**src/rtl/pc_with_lut.sv**
```systemverilog
// pc_with_lut: fetch-stage program counter with a read-only jump-target table.
// The PC increments by one on every clock. An absolute jump loads the target
// for the current branch label instead.
module pc_with_lut #(
  parameter int D = 12
) (
  input  logic         clk,
  input  logic         reset,
  input  logic         absjump_en,
  input  logic [7:0]   addr,
  output logic [D-1:0] target,
  output logic [D-1:0] prog_ctr
);

  logic [D-1:0] target_s;
  logic [D-1:0] pc_next_s;
  logic [D-1:0] prog_ctr_r;

  // Jump-target table. Unlisted labels are reserved and read as 0.
  // Each value is cast to D bits, so it is truncated when D is too narrow.
  function automatic logic [D-1:0] jump_lut(input logic [7:0] label);
    logic [D-1:0] val;
    case (label)
      8'd0:    val = D'(32'd6);
      8'd18:   val = D'(32'd101);
      default: val = D'(32'd0);
    endcase
    return val;
  endfunction

  // Combinational table lookup. It follows addr with no clock.
  always_comb begin
    target_s = jump_lut(addr);
  end

  // Next PC. A jump loads the table value. Otherwise the PC increments and
  // wraps modulo 2^D. An unknown enable falls through to the increment branch.
  always_comb begin
    pc_next_s = prog_ctr_r;
    if (absjump_en) begin
      pc_next_s = target_s;
    end else begin
      pc_next_s = prog_ctr_r + D'(32'd1);
    end
  end

  // PC register. Reset clears it asynchronously and overrides any jump.
  always_ff @(posedge clk or posedge reset) begin
    if (reset) begin
      prog_ctr_r <= '0;
    end else begin
      prog_ctr_r <= pc_next_s;
    end
  end

  assign target   = target_s;
  assign prog_ctr = prog_ctr_r;

endmodule

```
**config.mk**
```make
export PLATFORM = sky130hd
export DESIGN_NAME = pc_with_lut
export DESIGN_NICKNAME = d
export VERILOG_FILES = /design/src/rtl/pc_with_lut.sv
export SDC_FILE = /design/constraint.sdc
export NUM_CORES = 1
export LEC_CHECK = 0
export BUFFER_PORTS_ARGS = -buffer_cell sky130_fd_sc_hd__buf_2
export CORE_UTILIZATION = 47
export CTS_CLUSTER_DIAMETER = 150
export DETAILED_ROUTE_END_ITERATION = 10
export PLACE_DENSITY_LB_ADDON = 0.05
export SETUP_SLACK_MARGIN = 0.02
export SYNTH_ARGS = -nofsm -noshare
export SYNTH_HDL_FRONTEND = slang
export SYNTH_SLANG_ARGS = --single-unit
```
**constraint.sdc**
```tcl
create_clock -name clk -period 2.7 [get_ports clk]
set_input_delay 0.27 -clock clk [delete_from_list [all_inputs] [get_ports clk]]
set_output_delay 0.27 -clock clk [all_outputs]
set_load 0.1 [all_outputs]
```
After elaboration in Yosys (flattened, before gate mapping)
Index checks and enable logic that the tools add are counted.
{ "classes": {"div_mod_pow": 0, "eq_ne": 1, "mux": 2, "n_lt_le_gt_ge": 0, "n_bitwise": 0, "n_reduce_logical": 1, "add_sub_neg": 1, "n_shift": 0, "mul": 0} }
{ "op_table": {"columns": ["op", "count"], "rows": [
  ["$pmux W7 S2", 1],
  ["$add A12 B1 Y12 const B", 1],
  ["$mux W12", 1],
  ["$eq A8 B5 Y1 const B", 1],
  ["$logic_not A8 Y1", 1]
]} }
{ "totals": {"latch_bits": 0, "register_bits": 12, "out_inout_bits": 24, "word_cells": 6, "ramBits": 0, "inputBits": 11, "n_memories": 0, "romBits": 0} }

Depth between registers and ports, before layout
Gate-level depths: netlist of the first run.
{ "logic_depth": {"word_depth": 3, "ltp_mapped": 4, "ltp_nobuf": 4} }

Worst setup path before layout of the first run
No wires, ideal clock.
{ "synth_timing": {"path_kind": "input to output", "start": "input port addr[5]", "end": "output port target[5]", "required_ns": 2.430, "slack_ns": -0.228, "path_buffers": 1, "t_arrival_ns": 2.658, "cell_stages": 4, "cell_sequence": "nor4_1 > nand2_1 > nor2_1 > buf_4"} }
{ "synth_between": {"elab_chain_len": 2, "elab_cells_between_ends": 3, "cone_classes": "eq/ne (1); mux (1); reduce/logical (1)"} }
{ "synth_rtl": {"columns": ["item", "line_no", "rtl"], "rows": [
  ["start: declaration", "10", "input logic [7:0] addr,"],
  ["$eq A8 B5 Y1 or $logic_not A8 Y1 (tied branches)", "23", "case (label)"],
  ["$pmux W7 S2 (*)", "23", null],
  ["end: declaration", "11", "output logic [D-1:0] target,"]
]} }
Mark *: on every way between the ends. The rest lies on a longest branch, timed or not.

Worst setup path in the final report of the first run
Same ends and word-level chain as after synthesis.

==> flow_metrics.tcl, run 1 <==
set metrics [dict create \
    die_h_um 41.09 \
    cp.required_ns 2.43 \
    setup_tns_ns 0 \
    num-nets-final 119 \
    final_core_util_pct 62.27 \
    violations "hold timing" \
    fmax_mhz 536.7 \
    critical_path.slowest_cell "buf_2" \
    fin_skew_ns 0.001795 \
    avgSynthCellArea_um2 8.977 \
    arrival_ns 1.59 \
    htreeDepth 1 \
    largest_register_ffs 12 \
    setup_slack_ns 0.8369 \
    clk_pin_slew_ns 0.08 \
    num_vias 670 \
    post-cts-setup-buffers 0 \
    ant_nets 0 \
    totalWireLength_mm 1.494 \
    multiInputGateArea_um2 345.3 \
    netlist_area_um2 718.2 \
    finalWeightedCongestion 0.7768 \
    yosys_warnings 0 \
    synthDistinctLibCells 24 \
    fill_cells 126 \
    track_usage_pct 21.56 \
    antenna_found_initial 0 \
    die_w_um 41.09 \
    r2r-end "prog_ctr[11]" \
    ctsHoldBuffers 0 \
    grt_max_degree 13 \
    regToRegSetupSlack_ns 1.19 \
    drt_iter0_markers 13 \
    root_buffer "clkbuf_4" \
    area_growth_pct 18.47 \
    p_leak_nw 0.4174 \
    slew_viol_final 0 \
    final_common_cell "buf_2" \
    whs_ns -0.002354 \
    critPathMaxFanout 4 \
    reg2reg_from "prog_ctr[2]" \
    cts_resized 0 \
    rows 13 \
    antennaDiodeCount 0 \
    avgViaCountPerCell 5.537 \
    setup_viol 0 \
    crit_top_cell "buf_2" \
    worstSetupStartpointType "input pin" \
    hpwlAfterDp_mm 1.087 \
    worstPathCellList "buf_2, nor4_1, nand2_1, nor2_2, buf_2" \
    cts_tree "yes" \
    grt_pass1_vias 527 \
    seq_area_um2 300.3 \
    fp.dieArea_mm2 0.001688 \
    clk_path_buf_depth 2 \
    ys_seq_elements 12 \
    peakVddDrop_mv 0.3596 \
    rr_worst_depth 3 \
    wire_per_inst_um 12.35 \
    critPathCaptureType "primary output" \
    drt-pass1-iter-count 4 \
    cts_sinks 12 \
    clk_latency_ns 0.27 \
    hold_viol 7 \
    max_cap_violations 0 \
    critPathMaxStageDelay_ns 0.44 \
    overflow 0 \
    io_pins 35 \
    pwr_density_cell_mw_per_mm2 555.0 \
    initial_core_util_pct 52.56 \
    rsz0062_at_grt "false" \
    io_buffers 27 \
    grt_pass1_wl_mm 2.277 \
    min_period_ns 1.863 \
    drcViolationCount 0 \
    core_mm2 0.001366 \
    status "complete, but fails checks" \
    period_share_pct 69.00 \
    seq_area_frac_synth_pct 41.81 \
    setup.worst_path.class "in2out" \
    syn-instance-count 80 \
    final_layout_size_suffix_gt1_share_pct 33.96 \
    final_cell_mix "buf_2, dfrtp_1, a21oi_1, conb_1, nand2_1" \
    cts_buffers 3 \
    hold_class "in2async" \
    pre_cts_ws_ns 0.8305 \
]
==> Yosys cell counts <==
cell type,number,area [µm²]
nand3_1,5,25.02
a41oi_1,1,8.760
dfrtp_1,12,300.3
xnor2_1,2,17.52
a31oi_1,2,12.51
or2_2,1,6.260
o31ai_1,5,37.54
buf_6,1,11.26
inv_1,4,15.01
clkbuf_1,1,3.750
a21oi_1,7,35.03
buf_4,9,67.56
nor2_1,5,18.77
xor2_1,2,17.52
ha_1,1,12.51
or3_2,2,15.01
or4_1,4,30.03
nand2_1,6,22.52
or3_1,1,6.260
nor4_1,1,6.260
nand4_1,2,12.51
nand4_2,1,12.51
conb_1,1,3.750
o21ai_0,4,20.02
==> power by group <==
part | switching (W) | total [W] | internal (W) | leakage, nW
sequential | 0.00000871 | 0.000195 | 0.000186 | 0.162
clock | 0.0000630 | 0.000145 | 0.0000819 | 0.0210
combinational | 0.000115 | 0.000133 | 0.0000182 | 0.235
total | 0.000186 | 0.000472 | 0.000286 | 0.417
==> logic make-up after synthesis <==
kind of cell	synth area share (%)
AND/OR/NAND/NOR	21.60
buffers and inverters	13.59
XOR/XNOR	4.879
AO/OA/AOI/OAI	15.85
flip-flops	41.81
adder cells (fa/ha/maj)	1.742
other	0.5221
==> worst max-delay path: cells and delay by family <==
kind | cells | cell delay (ns)
AND/OR/NAND/NOR | 3 | 0.78
buffers and inverters | 2 | 0.54
==> metrics by stage <==
step | instance area, µm² | hold slack (ns) | instances | power, W
2_1_floorplan | 743.2 | 0.1347 | 86 | 0.0003167
3_3_place_gp | 814.5 | 0.3040 | 117 | 0.0003293
3_5_place_dp | 814.5 | 0.3002 | 117 | 0.0003306
4_1_cts | 850.8 | 0.002249 | 121 | 0.0004745
5_1_grt | 850.8 | 0.02798 | 121 | 0.0004913
6_report | 850.8 | -0.002354 | 121 | 0.0004722
==> per-layer routing <==
metal / up-vias / wire (µm) / global-route usage [%]
li1: 323 / - / -
met1: 310 / 712 / 27.18
met2: 33 / 658 / 32.42
met3: 4 / 96 / 6.522
met4: 0 / 27 / 12.10
met5: - / 0 / 0
==> worst max-delay path by stage <==
stage	start	endpoint	depth (start not counted)
floorplan	addr[5]	target[2]	3
global placement	addr[5]	target[0]	5
detailed placement	addr[5]	target[6]	5
CTS	addr[5]	target[6]	5
global route	addr[5]	target[0]	5
finish	addr[5]	target[5]	5
==> cell type report <==
cell class / instances / share of cell area [%]
clock buffer: 4 / 4.265
inverter: 4 / 1.765
timing repair buffer: 27 / 15.88
tap: 15 / 2.206
multi-input combinational: 59 / 40.59
sequential: 12 / 35.29
No activity file was read; power rests on OpenSTA's default activity.
==> run 2, diff against run 1 <==
--- a/config.mk
+++ b/config.mk
@@ -6,7 +6,7 @@
 export NUM_CORES = 1
 export LEC_CHECK = 0
 export BUFFER_PORTS_ARGS = -buffer_cell sky130_fd_sc_hd__buf_2
-export CORE_UTILIZATION = 47
+export CORE_UTILIZATION = 40
 export CTS_CLUSTER_DIAMETER = 150
 export DETAILED_ROUTE_END_ITERATION = 10
 export PLACE_DENSITY_LB_ADDON = 0.05
==> constraint.sdc (replaced) <==
create_clock -name clk -period 1.65 [get_ports clk]
set_input_delay 0.165 -clock clk [delete_from_list [all_inputs] [get_ports clk]]
set_output_delay 0.165 -clock clk [all_outputs]
set_load 0.1 [all_outputs]
==> flow_metrics.tcl, run 2 (synthesized netlist as in run 1, its figures left out) <==
set metrics [dict create \
    status "completed" \
    hold_depth 2 \
    initial_core_util_pct 45.05 \
    die_w_um 44.38 \
    setup_viol 0 \
    clk_latency_ns 0.27 \
    overflow 0 \
    fill_cells 132 \
    num_vias 677 \
    switchingPower_w 0.0003138 \
    final_layout_size_suffix_gt1_share_pct 47.66 \
    slew_viol_final 0 \
    power.share.clock_pct 30.1 \
    period_share_pct 89.41 \
    rsz0062_at_grt "false" \
    num-nets-final 120 \
    fin_skew_ns 0.002952 \
    worstSetupStartpointType "flip-flop" \
    rr_worst_depth 4 \
    seq_area_um2 329.1 \
    wire_per_inst_um 12.70 \
    ctsHoldBuffers 1 \
    critPathCaptureType "flip-flop" \
    drt_iter0_markers 11 \
    fmax_mhz 677.8 \
    antennaDiodeCount 0 \
    p_sw_share_pct 39.62 \
    power_frac_comb_pct 28.8 \
    io_buffers 27 \
    clk_pin_slew_ns 0.08 \
    totalWireLength_mm 1.664 \
    hold_class "in2reg" \
    peakVddDrop_mv 0.5445 \
    cts_resized 0 \
    hpwlAfterDp_mm 1.255 \
    largest_register_ffs 12 \
    cts_buffers 3 \
    intPower_w 0.0004782 \
    track_usage_pct 18.64 \
    seqPwrFrac_pct 41.1 \
    clk_path_buf_depth 2 \
    root_buffer "clkbuf_4" \
    grt_pass1_vias 660 \
    io_pins 35 \
    antenna_found_initial 0 \
    grt_pass1_wl_mm 2.656 \
    pwr_density_cell_mw_per_mm2 782.4 \
    hold_viol 0 \
    area_growth_pct 40.94 \
    regToRegSetupSlack_ns 0.17 \
    die_h_um 44.38 \
    drt-pass1-iter-count 6 \
    ant_nets 0 \
    critPathMaxFanout 6 \
    reg2reg_from "prog_ctr[0]" \
    p_leak_nw 0.4204 \
    drcViolationCount 0 \
    cts_sinks 12 \
    post-cts-setup-buffers 0 \
    setup_tns_ns 0 \
    whs_ns 0.1750 \
    min_from "absjump_en" \
    grt_max_degree 13 \
    fp.dieArea_mm2 0.001969 \
    setup.worst_path.class "reg2reg" \
    final_common_cell "buf_2" \
    min_period_ns 1.475 \
    core_mm2 0.001594 \
    arrival_ns 1.67 \
    avgViaCountPerCell 5.168 \
    cts_tree "yes" \
    multiInputGateArea_um2 381.6 \
    hold_end "prog_ctr[10]" \
    rows 14 \
    htreeDepth 1 \
    final_cell_mix "buf_2, conb_1, a21oi_1, dfrtp_4" \
    r2r-end "prog_ctr[6]" \
    max_cap_violations 0 \
    finalWeightedCongestion 0.7105 \
    cp.required_ns 1.84 \
]
-- run 2: cell count changes in the layout (fill, tap and decap cells not counted), moves of 5 or more --
cell / delta
dfrtp_1: -11
dfrtp_4: +6
dfrtp_2: +5
buf_2: -5
buf_12: +5
-- run 2: area by class of cell --
class	instances	area share, %
Multi-Input combinational cell	59	37.70
Sequential cell	12	32.51
Timing Repair Buffer	28	21.76
Clock buffer	4	3.585
Tap cell	24	2.967
Inverter	4	1.483
-- run 2: worst max path at each step --
stage                     depth (start not counted)  slack (ns)            to   startpoint
after detailed placement                          3        0.20  prog_ctr[11]  prog_ctr[2]
after CTS                                         3        0.17  prog_ctr[11]  prog_ctr[2]
after global routing                              3        0.08  prog_ctr[11]  prog_ctr[2]
after global placement                            3        0.23  prog_ctr[11]  prog_ctr[2]
after floorplan                                   4      -0.009     target[5]      addr[5]
final                                             4        0.17   prog_ctr[6]  prog_ctr[0]
-- run 2: routing by layer --
layer / global-route usage [%] / wire, µm / part of all wire [%] / vias up
met5: 0 / 0 / 0 / -
met4: 10.91 / 16 / 0.96 / 0
met3: 1.224 / 81 / 4.9 / 2
met2: 33.53 / 863 / 52 / 30
met1: 21.54 / 703 / 42 / 319
li1: - / - / - / 326
-- run 2: stage by stage --
stage	instances	utilization (%)	total power (W)	setup slack, ns	cell area, µm²
floorplan	86	-	0.0005299	-0.008909	824.5
global placement	126	60.60	0.0005552	0.2310	965.9
detailed placement	126	60.60	0.0005578	0.1996	965.9
CTS	131	63.50	0.0007982	0.1724	1012
global route	131	63.50	0.0008207	0.07556	1012
finish	131	63.50	0.0007920	0.1747	1012
-- run 2: worst max-delay path: stages (launching register included) --
cell and delay, ns:
dfrtp_4 0.45, ha_1 0.23, inv_1 0.07, or3_2 0.46, a31oi_1 0.18
-- run 2: power by group through the flow --
stage,Clock [W],Sequential [W],Combinational (W)
global placement,0,0.000330,0.000225
detailed placement,0,0.000331,0.000226
floorplan,0,0.000406,0.000124
global route,0.000255,0.000328,0.000238
finish,0.000239,0.000325,0.000228
CTS,0.000244,0.000325,0.000229
==> run 3, diff against run 2 <==
--- a/config.mk
+++ b/config.mk
@@ -5,12 +5,16 @@
 export SDC_FILE = /design/constraint.sdc
 export NUM_CORES = 1
 export LEC_CHECK = 0
+export ABC_AREA = 1
 export BUFFER_PORTS_ARGS = -buffer_cell sky130_fd_sc_hd__buf_2
+export CORE_ASPECT_RATIO = 1.4
+export CORE_MARGIN = 2
 export CORE_UTILIZATION = 40
 export CTS_CLUSTER_DIAMETER = 150
 export DETAILED_ROUTE_END_ITERATION = 10
 export PLACE_DENSITY_LB_ADDON = 0.05
 export SETUP_SLACK_MARGIN = 0.02
+export SLEW_MARGIN = 5
 export SYNTH_ARGS = -nofsm -noshare
 export SYNTH_HDL_FRONTEND = slang
 export SYNTH_SLANG_ARGS = --single-unit
==> flow_metrics.tcl, run 3 <==
set metrics [dict create \
    period_share_pct 83.04 \
    cts_buffers 3 \
    fp.dieArea_mm2 0.002268 \
    cts_sinks 12 \
    clk_latency_ns 0.27 \
    synth.area.mux_share_pct 0 \
    met2_usage_pct 25.45 \
    p_sw_share_pct 36.54 \
    seq_area_frac_synth_pct 39.54 \
    synth_most_common_cell "nand2_1" \
    synth_top_family_by_area "simple AND/OR/NAND/NOR gates" \
    cp.required_ns 1.48 \
    critPathMaxFanout 7 \
    clk_pin_slew_ns 0.09 \
    setup_tns_ns 0 \
    synth_fa_ha_area_share_pct 1.647 \
    die_w_um 40.83 \
    post-cts-setup-buffers 0 \
    async_flop_share_pct 100.0 \
    regToRegSetupSlack_ns 0.38 \
    initial_core_util_pct 42.69 \
    grt_max_degree 13 \
    overflow 0 \
    cts_tree "yes" \
    critical_path.slowest_cell "dfrtp_1" \
    yosys_warnings 0 \
    synth_area_leaders "dfrtp_1, nand2_1, buf_4, nor2_1, nand3_1" \
    worstPathCellList "buf_2" \
    avgSynthCellArea_um2 7.233 \
    fill_cells 185 \
    synthDistinctLibCells 20 \
    rows 18 \
    avgViaCountPerCell 4.623 \
    clk_path_buf_depth 2 \
    finalWeightedCongestion 0.7559 \
    io_buffers 27 \
    hpwlAfterDp_mm 1.266 \
    synth_xor_area_share_pct 0 \
    ys_seq_elements 12 \
    hold_viol 0 \
    drt-pass1-iter-count 4 \
    slew_viol_final 0 \
    multiInputGateArea_um2 394.1 \
    io_pins 35 \
    setup.worst_path.class "reg2out" \
    largest_register_ffs 12 \
    pwr_density_cell_mw_per_mm2 762.7 \
    track_usage_pct 15.43 \
    synth.largest_area_cell "dfrtp_1" \
    grtUsageMet1_pct 19.49 \
    critPathCaptureType "primary output" \
    grt_util_met3_pct 2.410 \
    num-nets-final 147 \
    intPower_w 0.0004602 \
    ant_nets 0 \
    critPathMaxStageDelay_ns 0.47 \
    seqPwrFrac_pct 42.5 \
    peakVddDrop_mv 0.4066 \
    power.share.clock_pct 33.1 \
    syn-instance-count 105 \
    core_mm2 0.001779 \
    synth_flop_cell "dfrtp_1" \
    drcViolationCount 0 \
    synth_common_cells "nand2_1, nor2_1, dfrtp_1, inv_1, buf_4" \
    power.total_w 0.0007253 \
    antenna_found_initial 0 \
    min_period_ns 1.370 \
    path_delay_family "flip-flops" \
    switchingPower_w 0.0002651 \
    synth_compound_gate_area_share_pct 7.414 \
    cp.buffers_inverters 1 \
    status "completed" \
    rsz0062_at_grt "false" \
    seq_area_um2 309.0 \
    p_leak_nw 0.4966 \
    top_usage_layer "met2" \
    power_frac_comb_pct 24.5 \
    netlist_area_um2 759.5 \
    arrival_ns 1.21 \
    final_cell_mix "nand2_1, buf_2, nor2_1, inv_1, nand3_1" \
    worstSetupStartpointType "flip-flop" \
    setup_viol 0 \
    synthSimpleGateAreaFrac_pct 36.57 \
    wire_per_inst_um 10.32 \
    fin_skew_ns 0.004317 \
    num_vias 712 \
    antennaDiodeCount 0 \
    totalWireLength_mm 1.590 \
    grt_pass1_vias 622 \
    area_growth_pct 25.21 \
    fmax_mhz 729.9 \
    max_cap_violations 0 \
    htreeDepth 1 \
    drt_iter0_markers 14 \
    final_layout_size_suffix_gt1_share_pct 35.07 \
    synth_top_area_share_pct 39.54 \
    root_buffer "clkbuf_4" \
    hold_class "in2reg" \
    synth_edf_count 0 \
    die_h_um 55.56 \
    grt_pass1_wl_mm 2.532 \
]
run 3: changes by cell type in the layout (fill, tap and decap cells not counted), moves of 5 or more:
cell     change
nor2_1      +11
dfrtp_4      -6
nand2_1     +22
inv_1        +6
buf_2        +5
buf_12       -5
o31ai_1      -5
run 3: layout make-up:
| cell class | instances | area share (%) |
|---|---|---|
| multi-input cells | 79 | 41.45 |
| flip-flops and latches | 12 | 32.50 |
| clock buffers | 4 | 3.816 |
| repair buffers | 28 | 15.26 |
| inverters | 11 | 4.342 |
| well taps | 20 | 2.632 |
run 3: cell families (layout without fill, tap and decap cells):
logic type	count (synthesis)	in the layout
AO/OA/AOI/OAI	10	10
adder cells (fa/ha/maj)	1	1
buffers and inverters	20	43
flip-flops	12	12
other	1	7
AND/OR/NAND/NOR	61	61
run 3: final timing paths:
kind,startpoint,to,cells past startpoint
setup / recovery,prog_ctr[7],prog_ctr[7],1
hold / removal,absjump_en,prog_ctr[0],2
setup reg to reg,prog_ctr[0],prog_ctr[8],6
hold reg to reg,prog_ctr[0],prog_ctr[0],1
max in group asynchronous,reset,prog_ctr[6],3
min in group asynchronous,reset,prog_ctr[11],3
run 3: routing by layer:
layer	share of wire [%]	wire length [µm]
met1	45	708
met2	50	800
met3	4.3	69
met4	0.75	12
met5	0	0
run 3: power groups by stage:
stage / Combinational [W] / Sequential (W) / Clock, W
detailed placement: 0.000177 / 0.000314 / 0
CTS: 0.000179 / 0.000308 / 0.000242
finish: 0.000177 / 0.000308 / 0.000240
global placement: 0.000176 / 0.000314 / 0
global route: 0.000187 / 0.000310 / 0.000262
floorplan: 0.000115 / 0.000361 / 0
run 3: timing repair:
| item | CTS | global route |
|---|---|---|
| gates resized for setup | 0 | 0 |
| hold endpoints to repair | 12 | 0 |
| hold buffers | 1 | 0 |
run 3: worst register-to-register path: stages (launching register included):
cell and delay, ns:
dfrtp_2 0.40, ha_1 0.17, nand2_1 0.13, nor2_1 0.23, nand4_1 0.11, nand2_1 0.07, nor2_1 0.05
run 3: through the flow:
stage	setup WS [ns]	instance area [µm²]	hold WS, ns	std cells	utilization, %
2_1_floorplan	0.02213	812.0	0.02923	111	-
3_3_place_gp	0.3229	904.6	0.2073	149	50.84
3_5_place_dp	0.3072	904.6	0.2119	149	50.84
4_1_cts	0.2748	950.9	0.1631	154	53.45
5_1_grt	0.1972	950.9	0.1720	154	53.45
6_report	0.2799	950.9	0.1606	154	53.45
